File: config.mk
export PLATFORM = sky130hd
export DESIGN_NAME = pin_frame_mux
export DESIGN_NICKNAME = d
export VERILOG_FILES = /design/src/rtl/pin_frame_mux.sv
export SDC_FILE = /design/constraint.sdc
export NUM_CORES = 1
export LEC_CHECK = 0
export CAP_MARGIN = 5
export CORE_ASPECT_RATIO = 1.1
export CORE_UTILIZATION = 35
export CTS_CLUSTER_DIAMETER = 50
export DETAILED_ROUTE_END_ITERATION = 6
export DONT_BUFFER_PORTS = 1
export GPL_ROUTABILITY_DRIVEN = 0
export PLACE_DENSITY = 0.49
export SLEW_MARGIN = 30
export SYNTH_ARGS = -nofsm -noshare
export SYNTH_HDL_FRONTEND = slang
export SYNTH_SLANG_ARGS = --single-unit
export TNS_END_PERCENT = 10
File: constraint.sdc
create_clock -name clock -period 1.6 [get_ports clock]
set_input_delay 0.32 -clock clock [delete_from_list [all_inputs] [get_ports clock]]
set_output_delay 0.32 -clock clock [all_outputs]
set_load 0.01 [all_outputs]
File: src/rtl/pin_frame_mux.sv
// pin_frame_mux
//   Pad-multiplexing bridge between a processor core and a narrow pin slot.
//   The core output word {sync, state, data} is time-multiplexed onto PIN_W
//   output pins. Framed input words {ready, intr, data} are rebuilt from PIN_W
//   input pins. Pin PIN_W-1 carries the frame marker in both directions, and
//   the remaining PIN_W-1 pins carry one payload chunk per beat.
//
// Ports
//   clock        system clock
//   reset_n      asynchronous active-low reset
//   io_in        pad inputs (asynchronous to clock)
//   io_out       pad outputs {marker, payload chunk}
//   core_d_out   core data out
//   core_state   core state code
//   core_sync    core sync
//   core_d_in    deserialised data to core (held between commits)
//   core_intr    deserialised interrupt (held between commits)
//   core_ready   deserialised ready (held between commits)
//   core_ce      core clock enable, high on the last beat of each output frame
//   frame_valid  one-cycle pulse when an input frame commits
//   frame_err    one-cycle pulse when an input frame is cut short by a marker
module pin_frame_mux #(
   parameter int PIN_W       = 12,
   parameter int DATA_W      = 16,
   parameter int STATE_W     = 3,
   parameter int SYNC_STAGES = 2
) (
   input  logic               clock,
   input  logic               reset_n,
   input  logic [PIN_W-1:0]   io_in,
   output logic [PIN_W-1:0]   io_out,
   input  logic [DATA_W-1:0]  core_d_out,
   input  logic [STATE_W-1:0] core_state,
   input  logic               core_sync,
   output logic [DATA_W-1:0]  core_d_in,
   output logic               core_intr,
   output logic               core_ready,
   output logic               core_ce,
   output logic               frame_valid,
   output logic               frame_err
);

   localparam int P     = PIN_W - 1;
   localparam int OUT_W = DATA_W + STATE_W + 1;
   localparam int IN_W  = DATA_W + 2;
   localparam int OUT_B = (OUT_W + P - 1) / P;
   localparam int IN_B  = (IN_W + P - 1) / P;
   localparam int OSW   = OUT_B * P;
   localparam int ISW   = IN_B * P;
   localparam int OBW   = (OUT_B > 1) ? $clog2(OUT_B) : 1;
   localparam int IBW   = (IN_B > 1) ? $clog2(IN_B) : 1;

   localparam logic [OBW-1:0] OUT_LAST = OBW'(OUT_B - 1);
   localparam logic [IBW-1:0] IN_LAST  = IBW'(IN_B - 1);

   // ------------------------------------------------------------------
   // Output side
   // ------------------------------------------------------------------
   logic [OBW-1:0]   r_out_beat;
   logic [OSW-1:0]   r_snap;
   logic [OUT_W-1:0] w_out_word;
   logic [P-1:0]     w_out_chunk;

   assign w_out_word = {core_sync, core_state, core_d_out};

   // The core advances on the edge that ends this cycle.
   assign core_ce = (r_out_beat == OUT_LAST);

   // Snapshot is taken on the same edge the core advances, so it holds the
   // core's pre-edge outputs for the whole of the next frame.
   always_ff @(posedge clock or negedge reset_n) begin
      if (!reset_n) begin
         r_out_beat <= '0;
         r_snap     <= '0;
      end else if (core_ce) begin
         r_out_beat <= '0;
         r_snap     <= OSW'(w_out_word);
      end else begin
         r_out_beat <= r_out_beat + 1'b1;
      end
   end

   always_comb begin
      w_out_chunk = '0;
      for (int unsigned k = 0; k < OUT_B; k++) begin
         if (r_out_beat == OBW'(k)) begin
            w_out_chunk = r_snap[k*P +: P];
         end
      end
   end

   assign io_out = {(r_out_beat == '0), w_out_chunk};

   // ------------------------------------------------------------------
   // Input synchronisers
   // ------------------------------------------------------------------
   logic [PIN_W-1:0] r_sync [SYNC_STAGES];
   logic             w_m;
   logic [P-1:0]     w_c;

   always_ff @(posedge clock or negedge reset_n) begin
      if (!reset_n) begin
         for (int unsigned i = 0; i < SYNC_STAGES; i++) begin
            r_sync[i] <= '0;
         end
      end else begin
         r_sync[0] <= io_in;
         for (int unsigned i = 1; i < SYNC_STAGES; i++) begin
            r_sync[i] <= r_sync[i-1];
         end
      end
   end

   assign w_m = r_sync[SYNC_STAGES-1][P];
   assign w_c = r_sync[SYNC_STAGES-1][P-1:0];

   // ------------------------------------------------------------------
   // Input deserialiser: beat sequencer
   // ------------------------------------------------------------------
   logic [IBW-1:0]  r_in_beat;
   logic [ISW-1:0]  r_in_buf;
   logic [IBW-1:0]  w_in_beat_nxt;
   logic [IBW-1:0]  w_slot;
   logic            w_store;
   logic            w_commit;
   logic            w_err;
   logic [ISW-1:0]  w_in_full;
   logic            w_unused_pad;

   logic [DATA_W-1:0] r_d_in;
   logic              r_intr;
   logic              r_ready;
   logic              r_fv;
   logic              r_fe;

   // A marker seen mid-frame restarts the frame at chunk 0 instead of
   // being stored as data; the partial chunks are simply overwritten later.
   always_comb begin
      w_in_beat_nxt = r_in_beat;
      w_slot        = '0;
      w_store       = 1'b0;
      w_commit      = 1'b0;
      w_err         = 1'b0;
      if (r_in_beat == '0) begin
         if (w_m) begin
            w_store = 1'b1;
            if (IN_B == 1) begin
               w_commit = 1'b1;
            end else begin
               w_in_beat_nxt = IBW'(1);
            end
         end
      end else if (w_m) begin
         w_err         = 1'b1;
         w_store       = 1'b1;
         w_in_beat_nxt = IBW'(1);
      end else begin
         w_store = 1'b1;
         w_slot  = r_in_beat;
         if (r_in_beat == IN_LAST) begin
            w_commit      = 1'b1;
            w_in_beat_nxt = '0;
         end else begin
            w_in_beat_nxt = r_in_beat + 1'b1;
         end
      end
   end

   // The final chunk is taken straight from the synchroniser so the commit
   // happens on the edge that stores it.
   always_comb begin
      w_in_full = '0;
      for (int unsigned k = 0; k < IN_B; k++) begin
         if (k == IN_B - 1) begin
            w_in_full[k*P +: P] = w_c;
         end else begin
            w_in_full[k*P +: P] = r_in_buf[k*P +: P];
         end
      end
   end

   // Padding bits of the input word and the unused top buffer chunk.
   assign w_unused_pad = ^{w_in_full, r_in_buf[ISW-1 -: P]};

   always_ff @(posedge clock or negedge reset_n) begin
      if (!reset_n) begin
         r_in_beat <= '0;
         r_in_buf  <= '0;
         r_d_in    <= '0;
         r_intr    <= 1'b0;
         r_ready   <= 1'b0;
         r_fv      <= 1'b0;
         r_fe      <= 1'b0;
      end else begin
         r_in_beat <= w_in_beat_nxt;
         r_fv      <= w_commit;
         r_fe      <= w_err;
         for (int unsigned k = 0; k < IN_B; k++) begin
            if (w_store && (w_slot == IBW'(k))) begin
               r_in_buf[k*P +: P] <= w_c;
            end
         end
         if (w_commit) begin
            r_d_in  <= w_in_full[DATA_W-1:0];
            r_intr  <= w_in_full[DATA_W];
            r_ready <= w_in_full[DATA_W+1];
         end
      end
   end

   assign core_d_in   = r_d_in;
   assign core_intr   = r_intr;
   assign core_ready  = r_ready;
   assign frame_valid = r_fv;
   assign frame_err   = r_fe;

endmodule

# ---- Yosys cells after proc, flatten, opt, wreduce, memory -nomap -nowiden
# Index checks and enable logic that the tools add are counted.
dict set report totals {
  register_bits 77
  elab_cells 22
  output_inout_bits 33
  in_bits 34
}
dict set report op_classes {
  muxes 7
  n_reduce_logical 1
  add_sub_neg 1
  bitwise_logic 2
}
# op n
set op_table {}
lappend op_table {{$mux W11} 1}
lappend op_table {{$mux W1} 6}
lappend op_table {{$not A1 Y1} 2}
lappend op_table {{$add A1 B1 Y1 const B} 1}
lappend op_table {{$logic_and A1 B1 Y1} 1}

# ---- Depth between registers and ports, before layout
dict set report logic_depth {
  word_depth 4
  ltp_mapped 4
  depth_no_buf 2
}

# ---- Least setup slack after synthesis
# Ideal clock, no wire load.
dict set report synth_path {
  path_kind {flip-flop to output port}
  start {register r_out_beat, in the netlist core_ce}
  end {output io_out[0]}
  stages_incl_launch_ff 5
  n_path_buf 2
  arrival_ns 1.021
  setup_slack_ns 0.259
  required_time_ns 1.280
  path_cell_list {dfrtp_1 > buf_2 > buf_2 > nand2_1 > nand2_1}
}
dict set report synth_between {
  elab_chain_cells 1
}
# element line
set synth_rtl {}
lappend synth_rtl {{from (decl)} 59} ;# logic [OBW-1:0] r_out_beat;
lappend synth_rtl {{from (signal assigned)} 79} ;# r_out_beat <= r_out_beat + 1'b1;
lappend synth_rtl {{$mux W11} 86} ;# if (r_out_beat == OBW'(k)) begin
lappend synth_rtl {{to (decl)} 31} ;# output logic [PIN_W-1:0] io_out,
# No other way between the ends.

# ---- Worst setup path in the final report
dict set report layout_path {
  start {register r_out_beat, in the netlist core_ce}
  end {output io_out[5]}
}
# The elaborated chain is that of the path after synthesis.

==> run summary <==
status - complete, but fails checks
failing checks - negative hold slack
Critical Path RT - 1280 ps
synthesized cell area - 2680 sq um
max-cap viol count - 0
minimum hold slack - -330 ps
total chip power - 4040 uW
Avg Cell Area, Syn - 15.3 sq um
Initial DRC Count - 42
Rel. slew slack - 78.1%
most frequent cells in the layout - dfrtp_1, mux2_2, nand2_1
number of global-route vias before repair - 1422
CTS clk-pin slew, worst paths - 80 ps
CTS tree - built
Fillers - 706
crit path cell chain - buf_12, nand2b_1, nand2_2
drt wl/cell - 15.1 microns
first-pass GRT wire length - 7070 microns
crit share post-route - 97.3%
Hold Crit Class - primary input to asynchronous set/reset pin
cts hold-fix bufs - 12
CTS Buf Count - 9
HPWL Detailed - 2750 microns
nets - 228
die area - 8010 sq um
CP delay by family, top - flip-flops
Final Max Slew Viols - 0
core box area - 7430 sq um
CTS sink count - 77
largest net degree at the start of global routing - 78
Slowest-stage cell, CP - dfrtp_2
critical path class - flop to primary output
Seq/Total Area, Yosys - 71.9%
drt pass-1 iters - 3
WP buf/inv - 1
num ports - 67
Setup-failing EPs final - 0
Worst EP arrival - 1240 ps
Vias - 1320
initial core utilization - 36.1%
syn_nets - 209
layout cells sized above 1 - 33.2%
Die Span Y - 93.8 microns
most common cell after layout, fill and taps aside - dfrtp_1
fmax - 642 MHz
Reg area - 1930 sq um
Final Hold Viols - 77
CP Capture Type - primary output
CTS Root Cell - clkbuf_8
maximum buffer depth of the clock tree - 2
Synth cell types - 13
H-tree Lvls - 3
synthesized instance count - 175
Leak - 0.00148 uW
clock insertion delay at the later pin of the skew report - 330 ps
Setup Skew - 7.10 ps
worst slew pin tran - 329 ps
antenna violations before repair - 0
RSZ-0062 raised after global routing - yes
Synth Register Bits - 77
Post-Layout Inst Area - 3140 sq um
vias per inst - 4.62
I/O Buffers - 0
Residual DRC - 0
# diodes - 0
multi-input logic area - 721 sq um
DRT Wirelength - 4320 microns
total track usage - 12.0%
placed inst area - 2770 sq um
PD cells - 1290 nW/um^2
setup TNS - 0 ps
grt ovf - 0
Crit Path Max Fanout - 36
Die Width - 85.4 microns
FP Rows - 33
crit path time final - 1560 ps
Layout Utilization - 42.2%
startpoint types - flop
crit-path max cell delay - 430 ps
Worst VDD drop - 0.379 mV
P&R area growth vs syn - 17.0%
Final ANT Viol Nets - 0
Yosys warning count - 0
## cell families after synthesis
family	count (synthesis)	share of synthesized area [%]
multiplexers	38	17.2
AND/OR/NAND/NOR	49	8.36
flip-flops	77	71.9
AO/OA/AOI/OAI	2	0.560
buffers and inverters	9	1.96
## per-stage QoR
step,hold WS (ps),instances,setup slack (ps)
6_report,-330,286,42.5
5_1_grt,-372,286,-37.6
4_1_cts,-360,286,8.97
3_5_place_dp,26.2,257,297
3_3_place_gp,26.3,257,365
2_1_floorplan,24.4,175,259
## area by class of cell
class / instances / share of cell area (%)
Multi-Input combinational cell: 89 / 23.0
Tap cell: 87 / 3.47
Sequential cell: 77 / 61.5
Timing Repair Buffer: 15 / 4.95
Clock inverter: 6 / 2.79
Inverter: 2 / 0.239
Clock buffer: 10 / 4.07
## path summary, 6_finish.rpt
check	slack, ps	startpoint	cells past startpoint	endpoint
max	40	core_ce$_DFF_PN0_	3	io_out[5]
min	-330	reset_n	0	r_in_buf[8]$_DFFE_PN0P_
max reg2reg	420	r_in_beat$_DFF_PN0_	2	core_d_in[1]$_DFFE_PN0P_
min reg2reg	350	r_sync[23]$_DFF_PN0_	0	r_sync[11]$_DFF_PN0_
max in group asynchronous	1830	reset_n	0	core_ce$_DFF_PN0_
min in group clock	110	core_d_out[8]	2	r_snap[8]$_DFFE_PN0P_
## metal layers
metal / GRT usage [%] / vias up / share of wire, %
met5: 0 / - / 0
met4: 6.25 / 0 / 1.3
met3: 5.54 / 6 / 8.2
met2: 18.2 / 53 / 49
met1: 14.2 / 657 / 41
li1: - / 604 / -
## cells in the mapped netlist, drive strengths merged
library cell	instances	area (sq um)
and2	1	6.26
inv	2	7.51
dfrtp	77	1930
nand2b	10	70.1
buf	5	37.5
clkbuf	2	7.51
mux2	38	462
nor2b	2	12.5
a21o	2	15.0
nand2	36	135
## timing repair
item / 4_1_cts / 5_1_grt
cloned: 0 / 0
hold endpoints to repair: 89 / 77
pin swaps: 0 / 0
setup buffers: 1 / 0
endpoints found under the setup margin: 8 / 8
resized for setup: 1 / 8
## power breakdown
group | switching (uW) | internal (uW) | total, uW
Sequential | 132 | 2110 | 2250
Combinational | 73.0 | 159 | 232
Clock | 679 | 879 | 1560
## sequential cells by signal (all words and copies together) (netlist names)
| register | count |
|---|---|
| core_ce | 1 |
| core_d_in | 16 |
| core_intr | 1 |
| core_ready | 1 |
| frame_err | 1 |
| frame_valid | 1 |
| r_in_beat | 1 |
| r_in_buf | 11 |
| r_snap | 20 |
| r_sync | 24 |
## worst reg2reg max path: stages (launching register included)
cell	delay [ps]
dfrtp_1	410
nand2b_4	280
mux2_2	390
(Power assumes the default switching activity.)
